<file path="src/rtl/cdc_gray_ptr_rx_if.sv">
// Bundle between a CDC FIFO pointer block and its gray-pointer receiver.
// The ptrErr signal exists only when CDC_GRAY_RX_CHECK_EN is defined.
interface cdc_gray_ptr_rx_if #(
   parameter int n_bits = 4
);
   logic [n_bits-1:0] remoteGray;
   logic [n_bits-1:0] localBin;
   logic [n_bits-1:0] remoteBin;
   logic [n_bits-1:0] level;
   logic              empty;
   logic              full;
   logic              remoteZero;
`ifdef CDC_GRAY_RX_CHECK_EN
   logic              ptrErr;

   modport master (
      output remoteGray, localBin,
      input  remoteBin, level, empty, full, remoteZero, ptrErr
   );
   modport slave (
      input  remoteGray, localBin,
      output remoteBin, level, empty, full, remoteZero, ptrErr
   );
`else
   modport master (
      output remoteGray, localBin,
      input  remoteBin, level, empty, full, remoteZero
   );
   modport slave (
      input  remoteGray, localBin,
      output remoteBin, level, empty, full, remoteZero
   );
`endif
endinterface

</file>
<file path="src/rtl/cdc_gray_ptr_rx.sv">
// Receive side of a gray pointer crossing: synchronize, decode, and derive level/empty/full.
// Optional pointer-integrity monitor (sticky ptrErr) enabled by defining CDC_GRAY_RX_CHECK_EN.
module cdc_gray_ptr_rx #(
   parameter int                n_bits        = 4,
   parameter int                sync_stages   = 2,   // meaningful range 2..4
   parameter logic [n_bits-1:0] gray_rstValue = '0
) (
   input logic              clk,
   input logic              sysRst,
   cdc_gray_ptr_rx_if.slave rxBus
);

   function automatic logic [n_bits-1:0] gray2bin(input logic [n_bits-1:0] g);
      logic [n_bits-1:0] b;
      b[n_bits-1] = g[n_bits-1];
      for (int i = n_bits - 2; i >= 0; i--) begin
         b[i] = b[i+1] ^ g[i];
      end
      return b;
   endfunction

   localparam logic [n_bits-1:0] binRstValue = gray2bin(gray_rstValue);
   localparam logic [n_bits-1:0] halfDepth   = {1'b1, {(n_bits-1){1'b0}}};

   logic [n_bits-1:0] syncReg [sync_stages];
   logic [n_bits-1:0] syncLast;
   logic [n_bits-1:0] decBin;
   logic [n_bits-1:0] remoteBinReg;
   logic [n_bits-1:0] levelReg;
   logic              emptyReg;
   logic              fullReg;
   logic [n_bits-1:0] lvlC;

   // Plain flop chain: nothing combinational between stages so metastability can settle.
   always_ff @(posedge clk) begin
      if (sysRst) begin
         for (int i = 0; i < sync_stages; i++) begin
            syncReg[i] <= gray_rstValue;
         end
      end else begin
         syncReg[0] <= rxBus.remoteGray;
         for (int i = 1; i < sync_stages; i++) begin
            syncReg[i] <= syncReg[i-1];
         end
      end
   end

   assign syncLast = syncReg[sync_stages-1];

   // Each binary bit is the XOR of all gray bits at or above it.
   genvar gi;
   generate
      for (gi = 0; gi < n_bits; gi++) begin : genDecode
         assign decBin[gi] = ^syncLast[n_bits-1:gi];
      end
   endgenerate

   // Modulo subtraction handles pointer wrap without any special casing.
   assign lvlC = remoteBinReg - rxBus.localBin;

   always_ff @(posedge clk) begin
      if (sysRst) begin
         remoteBinReg <= binRstValue;
         levelReg     <= '0;
         emptyReg     <= 1'b1;
         fullReg      <= 1'b0;
      end else begin
         remoteBinReg <= decBin;
         levelReg     <= lvlC;
         emptyReg     <= (lvlC == '0);
         fullReg      <= (lvlC == halfDepth);
      end
   end

   assign rxBus.remoteBin  = remoteBinReg;
   assign rxBus.level      = levelReg;
   assign rxBus.empty      = emptyReg;
   assign rxBus.full       = fullReg;
   assign rxBus.remoteZero = (remoteBinReg == '0);

`ifdef CDC_GRAY_RX_CHECK_EN
   logic [n_bits-1:0] prevReg;
   logic [n_bits-1:0] hopBits;
   logic              multiHop;
   logic              lvlIllegal;
   logic              ptrErrReg;

   // v & (v-1) clears the lowest set bit; non-zero means two or more bits flipped.
   assign hopBits    = prevReg ^ syncLast;
   assign multiHop   = (hopBits & (hopBits - n_bits'(1))) != '0;
   assign lvlIllegal = (lvlC > halfDepth);

   always_ff @(posedge clk) begin
      if (sysRst) begin
         prevReg   <= gray_rstValue;
         ptrErrReg <= 1'b0;
      end else begin
         prevReg <= syncLast;
         if (multiHop || lvlIllegal) begin
            ptrErrReg <= 1'b1;
         end
      end
   end

   assign rxBus.ptrErr = ptrErrReg;
`endif

endmodule
</file>
<file path="src/flat_wrapper.sv">
// flat-port wrapper written by rule: the top's interface ports become plain ports
module cdc_gray_ptr_rx_flat 
#(
   parameter int                n_bits        = 4,
   parameter int                sync_stages   = 2,                           
   parameter logic [n_bits-1:0] gray_rstValue = '0
)
  (clk, sysRst, rxBus_remoteGray, rxBus_localBin, rxBus_remoteBin, rxBus_level, rxBus_empty, rxBus_full, rxBus_remoteZero);
  cdc_gray_ptr_rx_if #(.n_bits(n_bits)) rxBus_i ();
  input logic clk;
  input logic sysRst;
  input wire logic [$bits(rxBus_i.remoteGray)-1:0] rxBus_remoteGray;
  input wire logic [$bits(rxBus_i.localBin)-1:0] rxBus_localBin;
  output wire logic [$bits(rxBus_i.remoteBin)-1:0] rxBus_remoteBin;
  output wire logic [$bits(rxBus_i.level)-1:0] rxBus_level;
  output wire logic [$bits(rxBus_i.empty)-1:0] rxBus_empty;
  output wire logic [$bits(rxBus_i.full)-1:0] rxBus_full;
  output wire logic [$bits(rxBus_i.remoteZero)-1:0] rxBus_remoteZero;
  assign rxBus_i.remoteGray = rxBus_remoteGray;
  assign rxBus_i.localBin = rxBus_localBin;
  assign rxBus_remoteBin = rxBus_i.remoteBin;
  assign rxBus_level = rxBus_i.level;
  assign rxBus_empty = rxBus_i.empty;
  assign rxBus_full = rxBus_i.full;
  assign rxBus_remoteZero = rxBus_i.remoteZero;
  cdc_gray_ptr_rx #(.n_bits(n_bits), .sync_stages(sync_stages), .gray_rstValue(gray_rstValue)) u_core (.clk(clk), .sysRst(sysRst), .rxBus(rxBus_i));
endmodule
</file>
<file path="config.mk">
export PLATFORM = sky130hd
export DESIGN_NAME = cdc_gray_ptr_rx_flat
export DESIGN_NICKNAME = d
export VERILOG_FILES = /design/src/rtl/cdc_gray_ptr_rx_if.sv /design/src/rtl/cdc_gray_ptr_rx.sv /design/src/flat_wrapper.sv
export SDC_FILE = /design/constraint.sdc
export NUM_CORES = 1
export LEC_CHECK = 0
export CAP_MARGIN = 10
export CORE_ASPECT_RATIO = 0.6
export CORE_MARGIN = 4
export CORE_UTILIZATION = 29
export DETAILED_ROUTE_END_ITERATION = 6
export GPL_ROUTABILITY_DRIVEN = 0
export GPL_TIMING_DRIVEN = 0
export HOLD_SLACK_MARGIN = 0.05
export PLACE_DENSITY_LB_ADDON = 0.08
export SLEW_MARGIN = 10
export SYNTH_ARGS = -nofsm -noshare
export SYNTH_HDL_FRONTEND = slang
export SYNTH_SLANG_ARGS = --single-unit
</file>
<file path="constraint.sdc">
create_clock -name clk -period 2.65 [get_ports clk]
set_input_delay 0.53 -clock clk [delete_from_list [all_inputs] [get_ports clk]]
set_output_delay 0.53 -clock clk [all_outputs]
set_load 0.01 [all_outputs]
</file>
==> results of run 1 <==
## cells in the mapped netlist, drive strengths merged
cell / instances
xnor2: 3
clkbuf: 1
nand3b: 2
inv: 5
o31ai: 1
xor2: 2
xnor3: 1
nor4: 2
fa: 1
nor2b: 10
a21oi: 3
nor2: 5
nor3: 1
ha: 3
dfxtp: 18
and3: 2
## layer usage
| metal | up-vias | global-route usage [%] | routed length [um] |
|---|---|---|---|
| met3 | 0 | 4.889 | 79 |
| met4 | 0 | 3.502 | 0 |
| met5 | - | 0 | 0 |
| met1 | 204 | 10.35 | 635 |
| met2 | 11 | 12.31 | 528 |
| li1 | 239 | - | - |
## flip-flops by register name (all words and copies together), names as in the netlist
register / flops
u_core.rxBus.full: 1
u_core.rxBus.empty: 1
u_core.rxBus.level: 4
u_core.rxBus.remoteBin: 4
u_core.syncReg: 8
## worst paths after layout
| kind | to | from | depth (start not counted) |
|---|---|---|---|
| max | u_core.rxBus.full | rxBus_localBin[0] | 7 |
| min | u_core.syncReg[0][7] | u_core.syncReg[0][3] | 1 |
| max reg2reg | u_core.rxBus.full | u_core.rxBus.remoteBin[0] | 7 |
| min reg2reg | u_core.syncReg[0][7] | u_core.syncReg[0][3] | 1 |
## power breakdown
| part | total [mW] | switching (mW) | internal [mW] |
|---|---|---|---|
| sequential | 0.298 | 0.00847 | 0.290 |
| combinational | 0.108 | 0.0435 | 0.0645 |
| clock | 0.220 | 0.0881 | 0.132 |
## per-stage QoR
step	instances	worst slack [ns]	power [mW]
floorplan	60	0.9913	0.3565
global placement	110	0.2215	0.4130
detailed placement	110	0.1727	0.4141
CTS	114	0.4442	0.6390
global route	114	0.3251	0.6628
finish	114	0.4464	0.6264
## cell families after synthesis
logic type,after synthesis,synth area share (%)
and+or+nand+nor,22,19.27
DFF,18,54.96
xor gates and xnor gates,6,10.12
buffers and inverters,6,3.435
AOI/OAI and AO/OA,4,3.435
adders and majority gates,4,8.779
## final cells by class
class | count | area (um2) | share of cell area (%)
plain buffers | 1 | 3.754 | 0.3958
clock buffers | 4 | 55.05 | 5.805
inverters | 5 | 18.77 | 1.979
multi-input cells | 36 | 272.8 | 28.76
flip-flops and latches | 18 | 360.3 | 37.99
well taps | 30 | 37.54 | 3.958
repair buffers | 20 | 200.2 | 21.11
## critical path, stage by stage
cell	delay (ns)
clkdlybuf4s50_1	0.46
ha_1	0.17
inv_1	0.06
fa_1	0.37
xnor2_1	0.21
nand3b_1	0.14
nor4_1	0.40
==> run metrics, run 1 <==
Seq/Total Area, Yosys 54.96%; Yosys top cell area share 54.96%; initial antenna violation count 0; max_slew headroom 69.25%; Max Clock Freq 453.8 MHz; final cycle utilization of the critical path 83.15%; Initial Util 30.31%; row cnt 13; Worst EP required 2.77 ns; DRT Wirelength 1242 um; Clock Path Buffers 2; HP Class flop to flop; core box area 2163 um2; net count after synthesis 74; leak pwr 0.3882 nW; mean area per synthesized cell 10.93 um2; Antenna diodes 0; Synth Register Bits 18; drt pass-1 iters 3; vias in the first global route 409; layout cell share with drive strength beyond 1 4.762%; H-tree depth 1; Critical Path End Type flop; Post-Syn Instances 60; RSZ-0062 raised after global routing no; Max-Cap Viols 0; CTS sink count 18; num ports 21; DRT iter0 DRCs 19; post-synth cell types 16; status complete, no violations; grt total ovfl 0; CTS tree done; Setup Skew 0.001107 ns; GRT Util Overall 8.465%; first-pass GRT wire length 1932 um; Vias/cell 3.982; worst hold margin 0.4344 ns; I/O Buffers 20; Die W 69.39 um; Final Slew Violations 0; # fillers 209; Slew @ Worst Pin 0.4613 ns; Area after DPL 893.4 um2; Setup Buffers After CTS 0; Post-Route Utilization 43.84%; Setup violations, final 0; setup_tns 0 ns; drt drc 0; Die Ht 44.83 um; Die Area 3111 um2; yosys warns 0; Setup CP Type input pin to flop; post-route minimum period 2.204 ns; clk_lat worst skew 0.25 ns; CP startpoint kind input pin; power per cell area 660.5 nW/um2; Layout area overhead 44.66%; Root Buffer clkbuf_8; R2R Setup Slk 0.80 ns; synth top area cells dfxtp_1, nor2b_1, ha_1; Final Net Count 99; Final Hold Fails 0; post-route cell area 948.4 um2; total vias in the final route 454; dominant cell type by area after synthesis dfxtp_1; DP HPWL 951.8 um; Critical Path AT 2.33 ns; per-cell routed wire length 10.89 um; clk slew on worst S/H paths 0.06 ns; leading cell type in the layout, fill and taps excluded clkdlybuf4s50_1; synthesized area 655.6 um2; highest-count cells in the layout ignoring fill and taps clkdlybuf4s50_1, dfxtp_1, nor2b_1; largest net degree at the start of global routing 11; Max VDD drop 269.1 uV; hold_buf cts 0; Antenna Nets Post-Route 0; CTS resizes 0; Worst Path Max Fanout 2; CTS Buf Count 3
(Power assumes the default switching activity.)
==> inputs of run 2 (changes only) <==
Clock period 2.65 ns to 2.2 ns, I/O delays scaled along.
==> run 2 against run 1 <==
Critical path depth did not move. Sequential power up 20%. Via count is 3.3% higher. Design area rose by 0.66%. Clock skew rose by 0.0011 ns. Hold slack barely moved. Global-route usage is the same. Final cell count did not move. Clock power rose by 21%. Power rose by 21%. Highest routed layer is now met4.
==> run metrics, run 2 (synthesis results as in run 1) <==
Worst Path Buf+Inv 2 (unchanged); post-route cell area 954.7 um2 (was 948.4 um2); DRT iter0 DRCs 15 (was 19); power per cell area 794.9 nW/um2 (was 660.5 nW/um2); Root Buffer clkbuf_8 (unchanged); Die W 69.39 um (unchanged); Top delay family on crit path simple AND/OR/NAND/NOR gates (was adder cells); Gate power share 17.5% (was 17.2%); Post-Place Worst Slack -0.1873 ns (was 0.1727 ns); I/O Buffers 20 (unchanged); DRT Wirelength 1302 um (was 1242 um); Slew @ Worst Pin 0.4970 ns (was 0.4613 ns); CP peak stage delay 0.46 ns (about the same); Critical Path AT 2.23 ns (was 2.33 ns); Setup CP Type input pin to flop (unchanged); per-cell routed wire length 11.42 um (was 10.89 um); sequential share of power 47.3% (was 47.6%); Area after DPL 893.4 um2 (unchanged); layout cell share with drive strength beyond 1 5.952% (was 4.762%); Final Slew Violations 0 (unchanged); vias in the first global route 409 (unchanged); grt total ovfl 0 (unchanged); Min-Delay Endpoint u_core.syncReg[0][7] (unchanged); CTS sink count 18 (unchanged); worst hold margin 0.4344 ns (about the same); Clock Path Buffers 2 (unchanged); Setup Skew 0.002231 ns (was 0.001107 ns); Final Hold Fails 0 (unchanged); Vias/cell 4.114 (was 3.982); core box area 2163 um2 (unchanged); status complete, no violations (unchanged); Antenna Nets Post-Route 0 (unchanged); Final WS setup 0.09959 ns (was 0.4464 ns); largest net degree at the start of global routing 11 (unchanged); Max VDD drop 326.3 uV (was 269.1 uV); clk_lat worst skew 0.25 ns (about the same); R2R Setup Slk 0.37 ns (was 0.80 ns); leak pwr 0.3887 nW (was 0.3882 nW); first-pass GRT wire length 1932 um (unchanged); Die Ht 44.83 um (unchanged); FF-to-FF End u_core.rxBus.full (unchanged); total vias in the final route 469 (was 454); Die Area 3111 um2 (unchanged); Antenna diodes 0 (unchanged); cell-internal power 0.5864 mW (was 0.4864 mW); hold wc startpoint u_core.syncReg[0][3] (unchanged); HP Class flop to flop (unchanged); count of non-filler cells in the finished layout 114 (unchanged); num ports 21 (unchanged); drt pass-1 iters 2 (was 3); Final Net Count 99 (unchanged); clk slew on worst S/H paths 0.06 ns (about the same); switching share of power 22.73% (was 22.36%); reg-to-reg startpoint u_core.rxBus.remoteBin[0] (unchanged); Worst EP required 2.33 ns (was 2.77 ns); initial antenna violation count 0 (unchanged); final cycle utilization of the critical path 95.47%; row cnt 13 (unchanged); Max Clock Freq 476.1 MHz; drt drc 0 (unchanged); worst reg2reg path depth 7 (unchanged); Largest register FFs 8 (unchanged); GRT Util Overall 8.465% (unchanged); worst path cell trace clkdlybuf4s50_1 > ha_1 > inv_1 > fa_1 > xnor2_1 > nand3b_1 > nor4_2 (was clkdlybuf4s50_1 > ha_1 > inv_1 > fa_1 > xnor2_1 > nand3b_1 > nor4_1); clock share of power 35.2% (was 35.1%); post-route minimum period 2.100 ns; Setup violations, final 0 (unchanged); Worst Path Max Fanout 2 (unchanged); Initial Util 30.31% (unchanged); max_slew headroom 66.87% (was 69.25%); Top reg by flops u_core.syncReg (unchanged); DP HPWL 951.8 um (unchanged); leading cell type in the layout, fill and taps excluded clkdlybuf4s50_1 (unchanged); Layout area overhead 45.61% (was 44.66%); Max-Cap Viols 0 (unchanged); highest-count cells in the layout ignoring fill and taps clkdlybuf4s50_1, dfxtp_1, nor2b_1 (unchanged); Total Power 0.7589 mW (was 0.6264 mW); hold path cells 1 (unchanged); slowest library cell on the worst path clkdlybuf4s50_1 (unchanged); setup_tns 0 ns (unchanged); Critical Path End Type flop (unchanged); H-tree depth 1 (unchanged); CTS Buf Count 3 (unchanged); CTS tree done (unchanged); CP startpoint kind input pin (unchanged); Post-Route Utilization 44.13% (was 43.84%); placed cell count 110 (unchanged); Psw 0.1725 mW (was 0.1401 mW)
[run 2: cell counts in the layout (fill, tap and decap cells not counted)]
Identical to the previous run, type by type.
[run 2: per-layer routing]
| metal | part of all wire [%] | vias up | track usage [%] |
|---|---|---|---|
| li1 | - | 240 | - |
| met3 | 6.8 | 2 | 4.889 |
| met4 | 0.61 | 0 | 3.502 |
| met5 | 0 | - | 0 |
| met2 | 42 | 12 | 12.31 |
| met1 | 51 | 215 | 10.35 |
[run 2: final cells by class]
| type | count | area, um2 |
|---|---|---|
| repair buffers | 20 | 200.2 |
| clock buffers | 4 | 55.05 |
| fillers | 209 | 1209 |
| inverters | 5 | 18.77 |
| multi-input cells | 36 | 279.0 |
| flip-flops and latches | 18 | 360.3 |
| plain buffers | 1 | 3.754 |
| well taps | 30 | 37.54 |
[run 2: what timing repair did]
item                                   CTS  global route
setup endpoints to repair                0             1
hold buffers                             0             0
buffers inserted                         0             0
endpoints found under the hold margin    0             0
gates resized for setup                  0             1
[run 2: worst reg2reg max path, delay by kind of cell (launching register included)]
kind          cells  cell delay (ns)
xor+xnor          1             0.21
fa+ha+maj         2             0.53
buf+inv           2             0.11
simple gates      2             0.54
flops             1             0.32
[run 2: worst max-delay path by stage]
stage / from / endpoint / slack, ns / depth (start not counted)
2_1_floorplan: rxBus_localBin[0] / u_core.rxBus.full / 0.63 / 6
6_report: rxBus_localBin[0] / u_core.rxBus.full / 0.1 / 7
5_1_grt: rxBus_localBin[0] / u_core.rxBus.full / -0.01 / 7
4_1_cts: rxBus_localBin[0] / u_core.rxBus.full / 0.08 / 7
3_5_place_dp: rxBus_localBin[0] / u_core.rxBus.full / -0.19 / 7
3_3_place_gp: rxBus_localBin[0] / u_core.rxBus.full / -0.14 / 7
[run 2: power by group through the flow]
| stage | logic (mW) | clock network, mW | registers (mW) |
|---|---|---|---|
| 2_1_floorplan | 0.0554 | 0 | 0.374 |
| 3_3_place_gp | 0.131 | 0 | 0.367 |
| 3_5_place_dp | 0.132 | 0 | 0.367 |
| 4_1_cts | 0.132 | 0.278 | 0.360 |
| 5_1_grt | 0.145 | 0.295 | 0.362 |
| 6_report | 0.133 | 0.267 | 0.359 |
